--- config.mk ---
export PLATFORM = sky130hd
export DESIGN_NAME = skolem_ugt_and_sched_flat
export DESIGN_NICKNAME = d
export VERILOG_FILES = /design/src/rtl/skolem_ugt_and_sched_pkg.sv /design/src/rtl/skolem_ugt_and_sched_if.sv /design/src/rtl/skolem_ugt_and_sched_bit.sv /design/src/rtl/skolem_ugt_and_sched.sv /design/src/flat_wrapper.sv
export SDC_FILE = /design/constraint.sdc
export NUM_CORES = 1
export LEC_CHECK = 0
export BUFFER_PORTS_ARGS = -buffer_cell sky130_fd_sc_hd__buf_2
export CAP_MARGIN = 20
export CORE_MARGIN = 3
export CORE_UTILIZATION = 55
export DETAILED_ROUTE_END_ITERATION = 8
export GPL_TIMING_DRIVEN = 0
export HOLD_SLACK_MARGIN = 0.12
export PLACE_DENSITY = 0.92
export SYNTH_ARGS = -nofsm -noshare
export SYNTH_HDL_FRONTEND = slang
export SYNTH_SLANG_ARGS = --single-unit
export TNS_END_PERCENT = 20
--- constraint.sdc ---
create_clock -name clk -period 3.4 [get_ports clk]
set_input_delay 0.68 -clock clk [delete_from_list [all_inputs] [get_ports clk]]
set_output_delay 0.68 -clock clk [all_outputs]
set_load 0.01 [all_outputs]
--- src/rtl/skolem_ugt_and_sched_pkg.sv ---
// Shared types and defaults for the (x & s) >u t Skolem scheduler.
package skolem_pkg;

  typedef enum logic [1:0] {
    IDLE = 2'd0,
    EVAL = 2'd1,
    RESP = 2'd2
  } sched_state_t;

  localparam int unsigned W_DEF     = 4;
  localparam int unsigned N_REQ_DEF = 2;

  // Index width that never collapses to zero bits.
  function automatic int unsigned id_width(input int unsigned n);
    return (n <= 1) ? 1 : $clog2(n);
  endfunction

endpackage

--- src/rtl/skolem_ugt_and_sched_if.sv ---
// Request/response bundle between the solver front-end and the scheduler.
interface skolem_ugt_and_sched_if #(
  parameter int unsigned W     = skolem_pkg::W_DEF,
  parameter int unsigned N_REQ = skolem_pkg::N_REQ_DEF
);
  import skolem_pkg::*;

  localparam int unsigned ID_W = id_width(N_REQ);

  logic [N_REQ-1:0]   req_valid;
  logic [N_REQ-1:0]   req_ready;
  logic [N_REQ*W-1:0] req_s;
  logic [N_REQ*W-1:0] req_t;
  logic               rsp_valid;
  logic               rsp_ready;
  logic [ID_W-1:0]    rsp_id;
  logic [W-1:0]       rsp_x;
  logic               rsp_sat;

  modport master (
    output req_valid, req_s, req_t, rsp_ready,
    input  req_ready, rsp_valid, rsp_id, rsp_x, rsp_sat
  );

  modport slave (
    input  req_valid, req_s, req_t, rsp_ready,
    output req_ready, rsp_valid, rsp_id, rsp_x, rsp_sat
  );

endinterface

--- src/rtl/skolem_ugt_and_sched_bit.sv ---
// One MSB-first step of the Skolem witness for (x & s) >u t plus its serial compare.
module skolem_ugt_and_bit (
  input  logic s_k,
  input  logic t_k,
  input  logic eq_in,
  input  logic gt_in,
  output logic x_k,
  output logic eq_out,
  output logic gt_out
);

  logic w_a;

  // Choosing x = s maximises x & s, so it is a witness whenever one exists.
  assign x_k    = s_k;
  assign w_a    = x_k & s_k;
  assign gt_out = gt_in | (eq_in & w_a & ~t_k);
  assign eq_out = eq_in & (w_a == t_k);

endmodule

--- src/rtl/skolem_ugt_and_sched.sv ---
// Round-robin front end sharing one serial Skolem evaluator among N_REQ requesters.
module skolem_ugt_and_sched #(
  parameter int unsigned W     = skolem_pkg::W_DEF,
  parameter int unsigned N_REQ = skolem_pkg::N_REQ_DEF
) (
  input logic                    clk,
  input logic                    rst,
  skolem_ugt_and_sched_if.slave  sched
);
  import skolem_pkg::*;

  localparam int unsigned     ID_W    = id_width(N_REQ);
  localparam int unsigned     K_W     = id_width(W);
  localparam logic [ID_W-1:0] PTR_RST = ID_W'(N_REQ - 1);
  localparam logic [K_W-1:0]  K_TOP   = K_W'(W - 1);

  sched_state_t     r_state;
  logic [ID_W-1:0]  r_ptr;
  logic [ID_W-1:0]  r_id;
  logic [W-1:0]     r_s;
  logic [W-1:0]     r_t;
  logic [W-1:0]     r_x;
  logic             r_eq;
  logic             r_gt;
  logic [K_W-1:0]   r_k;
  logic             r_rsp_valid;
  logic [W-1:0]     r_rsp_x;
  logic [ID_W-1:0]  r_rsp_id;
  logic             r_rsp_sat;

  logic [N_REQ-1:0] w_grant_oh;
  logic [ID_W-1:0]  w_grant_id;
  logic             w_grant_any;
  logic [W-1:0]     w_sel_s;
  logic [W-1:0]     w_sel_t;
  logic             w_s_k;
  logic             w_t_k;
  logic             w_x_k;
  logic             w_eq_nxt;
  logic             w_gt_nxt;
  logic [W-1:0]     w_x_nxt;

  function automatic logic [ID_W-1:0] rr_idx(input logic [ID_W-1:0] p,
                                             input int unsigned off);
    return ID_W'((32'(p) + off) % N_REQ);
  endfunction

  // Search starts just after the last grant, so the previous winner goes last.
  always_comb begin
    w_grant_oh  = '0;
    w_grant_id  = '0;
    w_grant_any = 1'b0;
    for (int unsigned off = 1; off <= N_REQ; off++) begin
      if (!w_grant_any && sched.req_valid[rr_idx(r_ptr, off)]) begin
        w_grant_any = 1'b1;
        w_grant_id  = rr_idx(r_ptr, off);
      end
    end
    if (w_grant_any) begin
      w_grant_oh[w_grant_id] = 1'b1;
    end
  end

  assign sched.req_ready = (r_state == IDLE) ? w_grant_oh : '0;

  assign w_sel_s = sched.req_s[32'(w_grant_id) * W +: W];
  assign w_sel_t = sched.req_t[32'(w_grant_id) * W +: W];

  assign w_s_k = r_s[r_k];
  assign w_t_k = r_t[r_k];

  skolem_ugt_and_bit u_bit (
    .s_k    (w_s_k),
    .t_k    (w_t_k),
    .eq_in  (r_eq),
    .gt_in  (r_gt),
    .x_k    (w_x_k),
    .eq_out (w_eq_nxt),
    .gt_out (w_gt_nxt)
  );

  always_comb begin
    w_x_nxt      = r_x;
    w_x_nxt[r_k] = w_x_k;
  end

  always_ff @(posedge clk) begin
    if (rst) begin
      r_state     <= IDLE;
      r_ptr       <= PTR_RST;
      r_id        <= '0;
      r_s         <= '0;
      r_t         <= '0;
      r_x         <= '0;
      r_eq        <= 1'b1;
      r_gt        <= 1'b0;
      r_k         <= K_TOP;
      r_rsp_valid <= 1'b0;
      r_rsp_x     <= '0;
      r_rsp_id    <= '0;
      r_rsp_sat   <= 1'b0;
    end else begin
      case (r_state)
        IDLE: begin
          if (w_grant_any) begin
            r_s     <= w_sel_s;
            r_t     <= w_sel_t;
            r_id    <= w_grant_id;
            r_ptr   <= w_grant_id;
            r_x     <= '0;
            r_eq    <= 1'b1;
            r_gt    <= 1'b0;
            r_k     <= K_TOP;
            r_state <= EVAL;
          end
        end
        EVAL: begin
          r_x  <= w_x_nxt;
          r_eq <= w_eq_nxt;
          r_gt <= w_gt_nxt;
          r_k  <= r_k - K_W'(1);
          // Last bit: publish the final witness and flag directly from this cycle.
          if (r_k == '0) begin
            r_state     <= RESP;
            r_rsp_valid <= 1'b1;
            r_rsp_x     <= w_x_nxt;
            r_rsp_id    <= r_id;
            r_rsp_sat   <= w_gt_nxt;
          end
        end
        RESP: begin
          if (sched.rsp_ready) begin
            r_rsp_valid <= 1'b0;
            r_state     <= IDLE;
          end
        end
        default: r_state <= IDLE;
      endcase
    end
  end

  assign sched.rsp_valid = r_rsp_valid;
  assign sched.rsp_x     = r_rsp_x;
  assign sched.rsp_id    = r_rsp_id;
  assign sched.rsp_sat   = r_rsp_sat;

  a_grant_onehot: assert property (@(posedge clk) disable iff (rst)
    $onehot0(sched.req_ready));

endmodule
--- src/flat_wrapper.sv ---
// flat-port wrapper written by rule: the top's interface ports become plain ports
module skolem_ugt_and_sched_flat import skolem_pkg::*;
#(
  parameter int unsigned W     = skolem_pkg::W_DEF,
  parameter int unsigned N_REQ = skolem_pkg::N_REQ_DEF
)
  (clk, rst, sched_req_valid, sched_req_s, sched_req_t, sched_rsp_ready, sched_req_ready, sched_rsp_valid, sched_rsp_id, sched_rsp_x, sched_rsp_sat);
  skolem_ugt_and_sched_if #(.W(W), .N_REQ(N_REQ)) sched_i ();
  input logic clk;
  input logic rst;
  input wire logic [$bits(sched_i.req_valid)-1:0] sched_req_valid;
  input wire logic [$bits(sched_i.req_s)-1:0] sched_req_s;
  input wire logic [$bits(sched_i.req_t)-1:0] sched_req_t;
  input wire logic [$bits(sched_i.rsp_ready)-1:0] sched_rsp_ready;
  output wire logic [$bits(sched_i.req_ready)-1:0] sched_req_ready;
  output wire logic [$bits(sched_i.rsp_valid)-1:0] sched_rsp_valid;
  output wire logic [$bits(sched_i.rsp_id)-1:0] sched_rsp_id;
  output wire logic [$bits(sched_i.rsp_x)-1:0] sched_rsp_x;
  output wire logic [$bits(sched_i.rsp_sat)-1:0] sched_rsp_sat;
  assign sched_i.req_valid = sched_req_valid;
  assign sched_i.req_s = sched_req_s;
  assign sched_i.req_t = sched_req_t;
  assign sched_i.rsp_ready = sched_rsp_ready;
  assign sched_req_ready = sched_i.req_ready;
  assign sched_rsp_valid = sched_i.rsp_valid;
  assign sched_rsp_id = sched_i.rsp_id;
  assign sched_rsp_x = sched_i.rsp_x;
  assign sched_rsp_sat = sched_i.rsp_sat;
  skolem_ugt_and_sched #(.W(W), .N_REQ(N_REQ)) u_core (.clk(clk), .rst(rst), .sched(sched_i));
endmodule
==> results of run 1 <==
how the worst max path moves through the flow:
stage | startpoint | end | slack [ps] | cells after the start
floorplan | sched_req_valid[1] | sched_req_ready[0] | 1320 | 2
global placement | sched_req_valid[1] | sched_req_ready[0] | 950 | 4
detailed placement | sched_req_valid[0] | sched_req_ready[1] | 910 | 4
CTS | sched_req_valid[1] | sched_req_ready[1] | 910 | 4
global route | sched_req_valid[1] | sched_req_ready[1] | 800 | 4
finish | sched_req_valid[1] | sched_req_ready[1] | 880 | 4
where the power goes:
| group | switching (mW) | leakage, nW | internal [mW] |
|---|---|---|---|
| registers | 0.0108 | 0.212 | 0.320 |
| clock network | 0.0846 | 0.0138 | 0.0416 |
| logic | 0.0528 | 0.357 | 0.0511 |
| total | 0.148 | 0.584 | 0.413 |
layout by cell type, fill, tap and decap left out, drive strengths merged, types with 4 or more instances in the layout:
cell type	n
buf	32
dfxtp	26
nor2	18
nand2	11
a21oi	10
a222oi	7
clkbuf	6
o21ai	5
inv	4
mux2i	4
a211oi	4
nand2b	4
ha	4
kinds of logic (layout without fill, tap and decap cells):
family,after synthesis,after routing,share of synthesized area [%]
simple gates,44,44,19.5
compound gates,33,33,19.9
flops,26,26,43.2
buf+inv,11,42,5.40
mux,6,6,7.06
fa+ha+maj,4,4,4.15
xor+xnor,1,1,0.727
worst max-delay path, cell delays in order:
cell	delay, ps
sky130_fd_sc_hd__buf_2	100
sky130_fd_sc_hd__a21boi_2	230
sky130_fd_sc_hd__nor3b_2	580
sky130_fd_sc_hd__buf_2	250
cell type report:
class,instances,share of cell area (%)
buffer,7,3.57
clock buffer,3,1.61
inverter,4,1.07
timing repair buffer,28,10.0
tap,27,2.41
multi-input combinational,88,44.2
sequential,26,37.1
routing by layer:
metal  wire length [um]  track usage, %
met3                124            3.42
met1               1140            25.8
met2               1180            37.2
met5                  0               0
met4                 65            12.8
Yosys cell counts (2+ instances only):
cell type                  count  area share [%]
sky130_fd_sc_hd__o31ai_1       2             1.2
sky130_fd_sc_hd__a211oi_1      4             2.5
sky130_fd_sc_hd__o21ai_0       5             2.1
sky130_fd_sc_hd__and2_1        2             1.0
sky130_fd_sc_hd__mux4_2        2             3.7
sky130_fd_sc_hd__mux2i_1       4             3.3
sky130_fd_sc_hd__ha_1          4             4.2
sky130_fd_sc_hd__nor2_1       18             5.6
sky130_fd_sc_hd__nand2_1      11             3.4
sky130_fd_sc_hd__a21oi_1      10             4.2
sky130_fd_sc_hd__buf_6         3             2.8
sky130_fd_sc_hd__a222oi_1      7             5.8
sky130_fd_sc_hd__nand2b_1      4             2.1
sky130_fd_sc_hd__clkbuf_1      3            0.93
sky130_fd_sc_hd__dfxtp_1      26              43
sky130_fd_sc_hd__inv_1         4             1.2
state kept, by name (all words and copies together), names as in the netlist, 2 cells and up:
| signal | count |
|---|---|
| u_core.r_k | 2 |
| u_core.r_s | 4 |
| u_core.r_state | 2 |
| u_core.r_t | 4 |
| u_core.r_x | 3 |
| u_core.sched.rsp_x | 4 |
==> results.py, run 1 <==
metrics = {
    "clock_network": {
        "hold_buffers": 0,
        "cts_root_buf": "sky130_fd_sc_hd__clkbuf_4",
        "post_cts_resized": 0,
        "cts_tree": "yes",
        "insertion_delay_ps": 320,
        "cts.path.max_buffers": 2,
        "cts_max_level": 1,
        "cts_post_setup_buffers_inserted": 0,
        "cts_num_sinks": 26,
        "tritoncts.num_buffers": 3,
        "clk_transition_reported_paths_ps": 130,
    },
    "die": {
        "core_rows": 16,
        "die_width_um": 52.8,
        "die_height_um": 52.8,
        "initial_utilization_pct": 59.6,
        "core_region_area_um2": 2020,
        "floorplan.io_pins": 30,
        "die_area_um2": 2790,
    },
    "placement": {
        "detailed_place_hpwl_um": 1920,
        "dpl.cell_count": 180,
        "number_of_port_buffers": 28,
        "dpl_cell_area_um2": 1380,
        "routabilityCongestion": 0.783,
        "dp_worst_slack_ps": 911,
    },
    "worst_setup_path": {
        "cp-end-kind": "output port",
        "r2r-end": "u_core.r_x[1]$_SDFFE_PP0P_",
        "critPathRequiredTime_ps": 2720,
        "worst_ep_arrival_time_ps": 1840,
        "criticalPathCategory": "in2out",
        "critical_path.startpoint_type": "primary input",
        "crit_path_max_fanout": 10,
        "rr_startpoint": "u_core.r_k[0]$_SDFFE_PP1P_",
        "regToRegSetupSlack_ps": 1740,
        "reg2reg_depth": 4,
    },
    "sta": {
        "max_clock_freq_ghz": 0.397,
        "hold_slack_ps": 468,
        "timing.slew.headroom_pct": 56.3,
        "final_min_period_over_clock_period_pct": 74.0,
        "unrepaired_setup_endpoints_after_global_routing": "no",
        "total_count_of_hold_check_failures_in_the_final_report": 0,
        "setup_viol_count_final": 0,
        "layout_setup_ws_ps": 883,
        "final_layout_setup_total_negative_slack_ps": 0,
        "clock_period_minus_final_worst_setup_slack_ps": 2520,
        "final-max-slew-violation-count": 0,
        "tightest_slew_ps": 651,
        "clock_skew_ps": 4.87,
    },
    "layout": {
        "utilization_pct": 69.3,
        "nFillCells": 160,
        "area_delta_synth_final_pct": 16.3,
        "final_net_count": 183,
        "seqCellArea_um2": 520,
        "final_area_um2": 1400,
        "area_of_the_multi_input_gates_um2": 619,
        "drive_gt1_share_pct": 28.8,
        "finalNonFillerCells": 183,
        "antennaDiodeCount": 0,
    },
    "yosys": {
        "synth_sequential_area_ratio_pct": 43.2,
        "yosys_register_bits": 26,
        "synth_enable_flop_cells": 0,
        "area_of_the_mapped_netlist_um2": 1200,
        "mappedNetlistNets": 150,
        "synth.lib_cells_used.distinct": 32,
        "ys_warn_count": 0,
        "avgSynthCellArea_um2": 9.64,
        "yosys_most_used_dff": "sky130_fd_sc_hd__dfxtp_1",
        "synth_async_sr_flop_share_pct": 0,
        "cell_count_after_synthesis": 125,
    },
    "global_routing": {
        "grt_pass1_wl_um": 4360,
        "grt.overflow.total": 0,
        "grt_antenna_before_repair": 0,
        "vias_in_the_first_global_route": 1001,
        "gr-usage-all-layers_pct": 21.9,
        "pin_count_of_the_biggest_net_entering_global_routing": 14,
    },
    "drt": {
        "vias": 1029,
        "drt_first_iter_violations": 25,
        "detail_route.wl_per_cell_um": 13.8,
        "routed_wirelength_um": 2520,
        "detail-route-antenna-nets": 0,
        "first_pass_iteration_count_of_the_detailed_router": 4,
        "via_per_inst": 5.62,
        "drc_violations_left": 0,
    },
    "worst_hold_path": {
        "worst_hold_path.num_cells": 2,
        "hp_start": "u_core.r_id$_SDFFE_PP0P_",
        "min_to": "u_core.sched.rsp_id$_SDFFE_PP0P_",
        "hold_class": "reg2reg",
    },
    "pwr": {
        "report.power.total_mw": 0.561,
        "max-vdd-ir-drop_mv": 0.385,
        "powerDensity_nw_per_um2": 401,
        "leak_nw": 0.584,
    },
    "outcome": {
        "status": "finished clean",
    },
    "run": {
        "cap_viol_max_count": 0,
    },
}
No activity file was read; power rests on OpenSTA's default activity.
==> run 2: changes to the inputs <==
- CORE_UTILIZATION: 55 -> 51
- PLACE_DENSITY: 0.92 -> 0.87
- clock period: 3.4 -> 2.6 ns (I/O delays scaled with it)
==> results.py, run 2 (same netlist as run 1, synthesis figures left out) <==
metrics = {
    "worst_setup_path": {
        "critical_path.startpoint_type": "flip-flop",
        "criticalPathCategory": "reg2out",
        "slowest_stage_delay_cp_ps": 590,
        "cp-end-kind": "output port",
        "critPathRequiredTime_ps": 2080,
        "crit_chain": "a21boi_2, nor3b_2, buf_2",
        "crit_slowest_cell": "sky130_fd_sc_hd__nor3b_2",
        "reg2reg_depth": 4,
        "worst_ep_arrival_time_ps": 1740,
        "crit_path_max_fanout": 10,
    },
    "sta": {
        "layout_setup_ws_ps": 343,
        "tightest_slew_ps": 692,
        "unrepaired_setup_endpoints_after_global_routing": "no",
        "max_clock_freq_ghz": 0.443,
        "setup_viol_count_final": 0,
        "final_layout_setup_total_negative_slack_ps": 0,
        "total_count_of_hold_check_failures_in_the_final_report": 0,
        "final-max-slew-violation-count": 0,
        "clock_period_minus_final_worst_setup_slack_ps": 2260,
        "clock_skew_ps": 1.09,
        "final_min_period_over_clock_period_pct": 86.8,
        "hold_slack_ps": 432,
        "timing.slew.headroom_pct": 53.5,
    },
    "global_routing": {
        "gr-usage-all-layers_pct": 20.5,
        "grt_antenna_before_repair": 0,
        "globalRouteMet3Util_pct": 2.72,
        "grt_pass1_wl_um": 4400,
        "global_route.peak_usage_layer": "met2",
        "grt.overflow.total": 0,
        "vias_in_the_first_global_route": 1033,
        "use_met1_pct": 23.4,
        "pin_count_of_the_biggest_net_entering_global_routing": 14,
        "fraction_of_met2_tracks_used_by_global_routing_pct": 37.4,
    },
    "run": {
        "cap_viol_max_count": 0,
    },
    "placement": {
        "dp_worst_slack_ps": 431,
        "routabilityCongestion": 0.772,
        "detailed_place_hpwl_um": 2010,
        "number_of_port_buffers": 28,
    },
    "outcome": {
        "status": "finished clean",
    },
    "clock_network": {
        "cts_post_setup_buffers_inserted": 0,
        "cts.path.max_buffers": 2,
        "tritoncts.num_buffers": 3,
        "cts_root_buf": "sky130_fd_sc_hd__clkbuf_4",
        "post_cts_resized": 0,
        "hold_buffers": 0,
        "cts_max_level": 1,
        "cts_num_sinks": 26,
        "insertion_delay_ps": 320,
        "cts_tree": "yes",
        "clk_transition_reported_paths_ps": 130,
    },
    "drt": {
        "drt_first_iter_violations": 40,
        "routed_wirelength_um": 2590,
        "detail_route.wl_per_cell_um": 14.2,
        "drc_violations_left": 0,
        "via_per_inst": 5.63,
        "detail-route-antenna-nets": 0,
        "first_pass_iteration_count_of_the_detailed_router": 4,
        "vias": 1031,
    },
    "layout": {
        "layout_common_cells": "29 x sky130_fd_sc_hd__buf_2, 26 x sky130_fd_sc_hd__dfxtp_1, 18 x sky130_fd_sc_hd__nor2_1",
        "drive_gt1_share_pct": 28.8,
        "final_net_count": 183,
        "nFillCells": 177,
        "area_delta_synth_final_pct": 16.3,
        "utilization_pct": 66.7,
        "antennaDiodeCount": 0,
        "layout_commonest_cell": "sky130_fd_sc_hd__buf_2",
    },
    "die": {
        "die_width_um": 54.6,
        "initial_utilization_pct": 57.3,
        "core_rows": 16,
        "floorplan.io_pins": 30,
        "core_region_area_um2": 2100,
        "die_area_um2": 2980,
        "die_height_um": 54.6,
    },
    "pwr": {
        "powerDensity_nw_per_um2": 529,
        "leak_nw": 0.584,
        "max-vdd-ir-drop_mv": 0.388,
    },
    "worst_hold_path": {
        "worst_hold_path.num_cells": 3,
        "hold_class": "in2reg",
    },
}
[run 2: cell counts in the layout (fill, tap and decap cells not counted)]
No cell type changed its count.
[run 2: cell type report]
| cell class | instances | area (um2) | share of cell area (%) |
|---|---|---|---|
| inverter | 4 | 15.0 | 1.07 |
| tap | 27 | 33.8 | 2.41 |
| buffer | 7 | 50.0 | 3.57 |
| multi-input combinational | 88 | 619 | 44.2 |
| clock buffer | 3 | 22.5 | 1.61 |
| sequential | 26 | 520 | 37.1 |
| timing repair buffer | 28 | 140 | 10.0 |
[run 2: per-layer routing]
layer | up-vias | share of wire, % | routed length (um)
li1 | 514 | - | -
met1 | 483 | 44 | 1140
met2 | 29 | 50 | 1290
met3 | 5 | 5.0 | 129
met4 | 0 | 1.3 | 35
met5 | - | 0 | 0
[run 2: path summary, 6_finish.rpt]
kind,start,end,slack [ps]
hold reg to reg,u_core.r_id$_SDFFE_PP0P_,u_core.sched.rsp_id$_SDFFE_PP0P_,470
setup / recovery,u_core.r_ptr$_SDFFE_PP1P_,sched_req_ready[1],340
setup reg to reg,u_core.r_k[0]$_SDFFE_PP1P_,u_core.r_x[1]$_SDFFE_PP0P_,930
hold / removal,sched_req_t[5],u_core.r_t[1]$_SDFFE_PP0P_,430
[run 2: worst max-delay path, delay by kind of cell (launching register included)]
kind            cells  cell delay [ps]
flops               1              350
simple gates        1              590
buf+inv             1              250
compound gates      1              220
[run 2: per-stage QoR]
stage	power, mW	instance area [um2]	instances
after floorplan	0.538	1200	125
after global placement	0.572	1380	180
after detailed placement	0.579	1380	180
after CTS	0.741	1400	183
after global routing	0.773	1400	183
final	0.742	1400	183
[run 2: report_power, final]
group	total [mW]	leakage, nW	internal (mW)	switching, mW
combinational	0.138	0.357	0.0668	0.0709
sequential	0.433	0.212	0.419	0.0141
clock	0.171	0.0138	0.0544	0.116
total	0.742	0.584	0.540	0.201
==> run 3: changes to the inputs <==
- CORE_UTILIZATION: 51 -> 54
- CTS_BUF_LIST: not set -> sky130_fd_sc_hd__clkbuf_4 sky130_fd_sc_hd__clkbuf_8
- HOLD_SLACK_MARGIN: 0.12 -> 0.15
- PLACE_DENSITY: 0.87 -> 0.91
==> results.py, run 3 (same netlist as run 1, synthesis figures left out) <==
metrics = {
    "worst_setup_path": {
        "critPathRequiredTime_ps": 2080,
        "critical_path.startpoint_type": "flip-flop",
        "crit_path_max_fanout": 9,
        "criticalPathCategory": "reg2out",
        "worst_ep_arrival_time_ps": 1760,
        "reg2reg_depth": 4,
        "cp-end-kind": "output port",
    },
    "global_routing": {
        "grt_antenna_before_repair": 0,
        "gr-usage-all-layers_pct": 22.2,
        "pin_count_of_the_biggest_net_entering_global_routing": 15,
        "vias_in_the_first_global_route": 1037,
        "grt.overflow.total": 0,
        "grt_pass1_wl_um": 4620,
    },
    "clock_network": {
        "cts_root_buf": "sky130_fd_sc_hd__clkbuf_4",
        "cts_max_level": 1,
        "insertion_delay_ps": 330,
        "post_cts_resized": 0,
        "hold_buffers": 0,
        "cts_num_sinks": 26,
        "tritoncts.num_buffers": 3,
        "clk_transition_reported_paths_ps": 140,
        "cts_tree": "yes",
        "cts.path.max_buffers": 2,
        "cts_post_setup_buffers_inserted": 0,
    },
    "layout": {
        "final_area_um2": 1420,
        "drive_gt1_share_pct": 29.3,
        "finalNonFillerCells": 184,
        "final_net_count": 183,
        "layout_common_cells": "29 x sky130_fd_sc_hd__buf_2, 26 x sky130_fd_sc_hd__dfxtp_1, 18 x sky130_fd_sc_hd__nor2_1",
        "antennaDiodeCount": 0,
        "layout_commonest_cell": "sky130_fd_sc_hd__buf_2",
        "area_delta_synth_final_pct": 17.4,
    },
    "sta": {
        "tightest_slew_ps": 751,
        "clock_skew_ps": 4.29,
        "final_layout_setup_total_negative_slack_ps": 0,
        "timing.slew.headroom_pct": 49.5,
        "unrepaired_setup_endpoints_after_global_routing": "no",
        "total_count_of_hold_check_failures_in_the_final_report": 0,
        "setup_viol_count_final": 0,
        "max_clock_freq_ghz": 0.439,
        "final-max-slew-violation-count": 0,
        "clock_period_minus_final_worst_setup_slack_ps": 2280,
        "layout_setup_ws_ps": 321,
        "final_min_period_over_clock_period_pct": 87.7,
    },
    "drt": {
        "dr_wl_met2_um": 1290,
        "detail_route.wl_per_cell_um": 14.5,
        "routed_wirelength_um": 2670,
        "met3WireLength_um": 141,
        "via_per_inst": 5.72,
        "detail-route-antenna-nets": 0,
        "drt_first_iter_violations": 36,
        "first_pass_iteration_count_of_the_detailed_router": 4,
        "met1_length_um": 1200,
        "drc_violations_left": 0,
        "highest-signal-layer": "met4",
        "vias": 1053,
    },
    "pwr": {
        "max-vdd-ir-drop_mv": 0.468,
        "leak_nw": 0.591,
        "report.power.total_mw": 0.779,
        "powerDensity_nw_per_um2": 551,
    },
    "die": {
        "die_width_um": 53.2,
        "floorplan.io_pins": 30,
        "die_height_um": 53.2,
        "die_area_um2": 2830,
        "core_region_area_um2": 2040,
        "initial_utilization_pct": 59.0,
        "core_rows": 16,
    },
    "placement": {
        "dpl_cell_area_um2": 1380,
        "number_of_port_buffers": 28,
        "dpl.cell_count": 180,
        "dp_worst_slack_ps": 417,
        "routabilityCongestion": 0.784,
        "detailed_place_hpwl_um": 1980,
    },
    "run": {
        "cap_viol_max_count": 0,
    },
    "worst_hold_path": {
        "worst_hold_path.num_cells": 3,
        "hold_class": "in2reg",
    },
    "outcome": {
        "status": "finished clean",
    },
}
run 3: power by group:
part / leakage [nW] / total [mW] / switching [mW] / internal, mW
clock: 0.0210 / 0.207 / 0.121 / 0.0858
combinational: 0.357 / 0.139 / 0.0723 / 0.0669
sequential: 0.212 / 0.433 / 0.0141 / 0.419
run 3: path summary, 6_finish.rpt:
path | startpoint | endpoint | slack, ps
max | u_core.r_state[0]$_SDFFE_PP0P_ | sched_req_ready[0] | 320
min reg2reg | u_core.r_id$_SDFFE_PP0P_ | u_core.sched.rsp_id$_SDFFE_PP0P_ | 470
min | sched_req_s[6] | u_core.r_s[2]$_SDFFE_PP0P_ | 430
max reg2reg | u_core.r_k[0]$_SDFFE_PP1P_ | u_core.r_x[1]$_SDFFE_PP0P_ | 940
run 3: through the flow:
step | utilization [%] | hold slack (ps)
after floorplan | - | 432
after global placement | 67.5 | 444
after detailed placement | 67.5 | 454
after CTS | 69.3 | 421
after global routing | 69.3 | 420
final | 69.3 | 430
run 3: area by class of cell:
type	count	area, um2
fill	180	627
multi-input combinational	88	619
sequential	26	520
timing repair buffer	28	140
buffer	7	50.0
clock buffer	4	36.3
tap	27	33.8
inverter	4	15.0
run 3: metal layers:
| layer | GRT usage [%] | vias to the layer above |
|---|---|---|
| met2 | 35.5 | 36 |
| met4 | 10.6 | 0 |
| met1 | 29.1 | 496 |
| li1 | - | 516 |
| met5 | 0 | - |
| met3 | 2.82 | 5 |
run 3: worst max-delay path, stage by stage (launching register included):
cell	delay (ps)
sky130_fd_sc_hd__dfxtp_1	350
sky130_fd_sc_hd__buf_6	140
sky130_fd_sc_hd__nor4_2	690
sky130_fd_sc_hd__buf_2	260
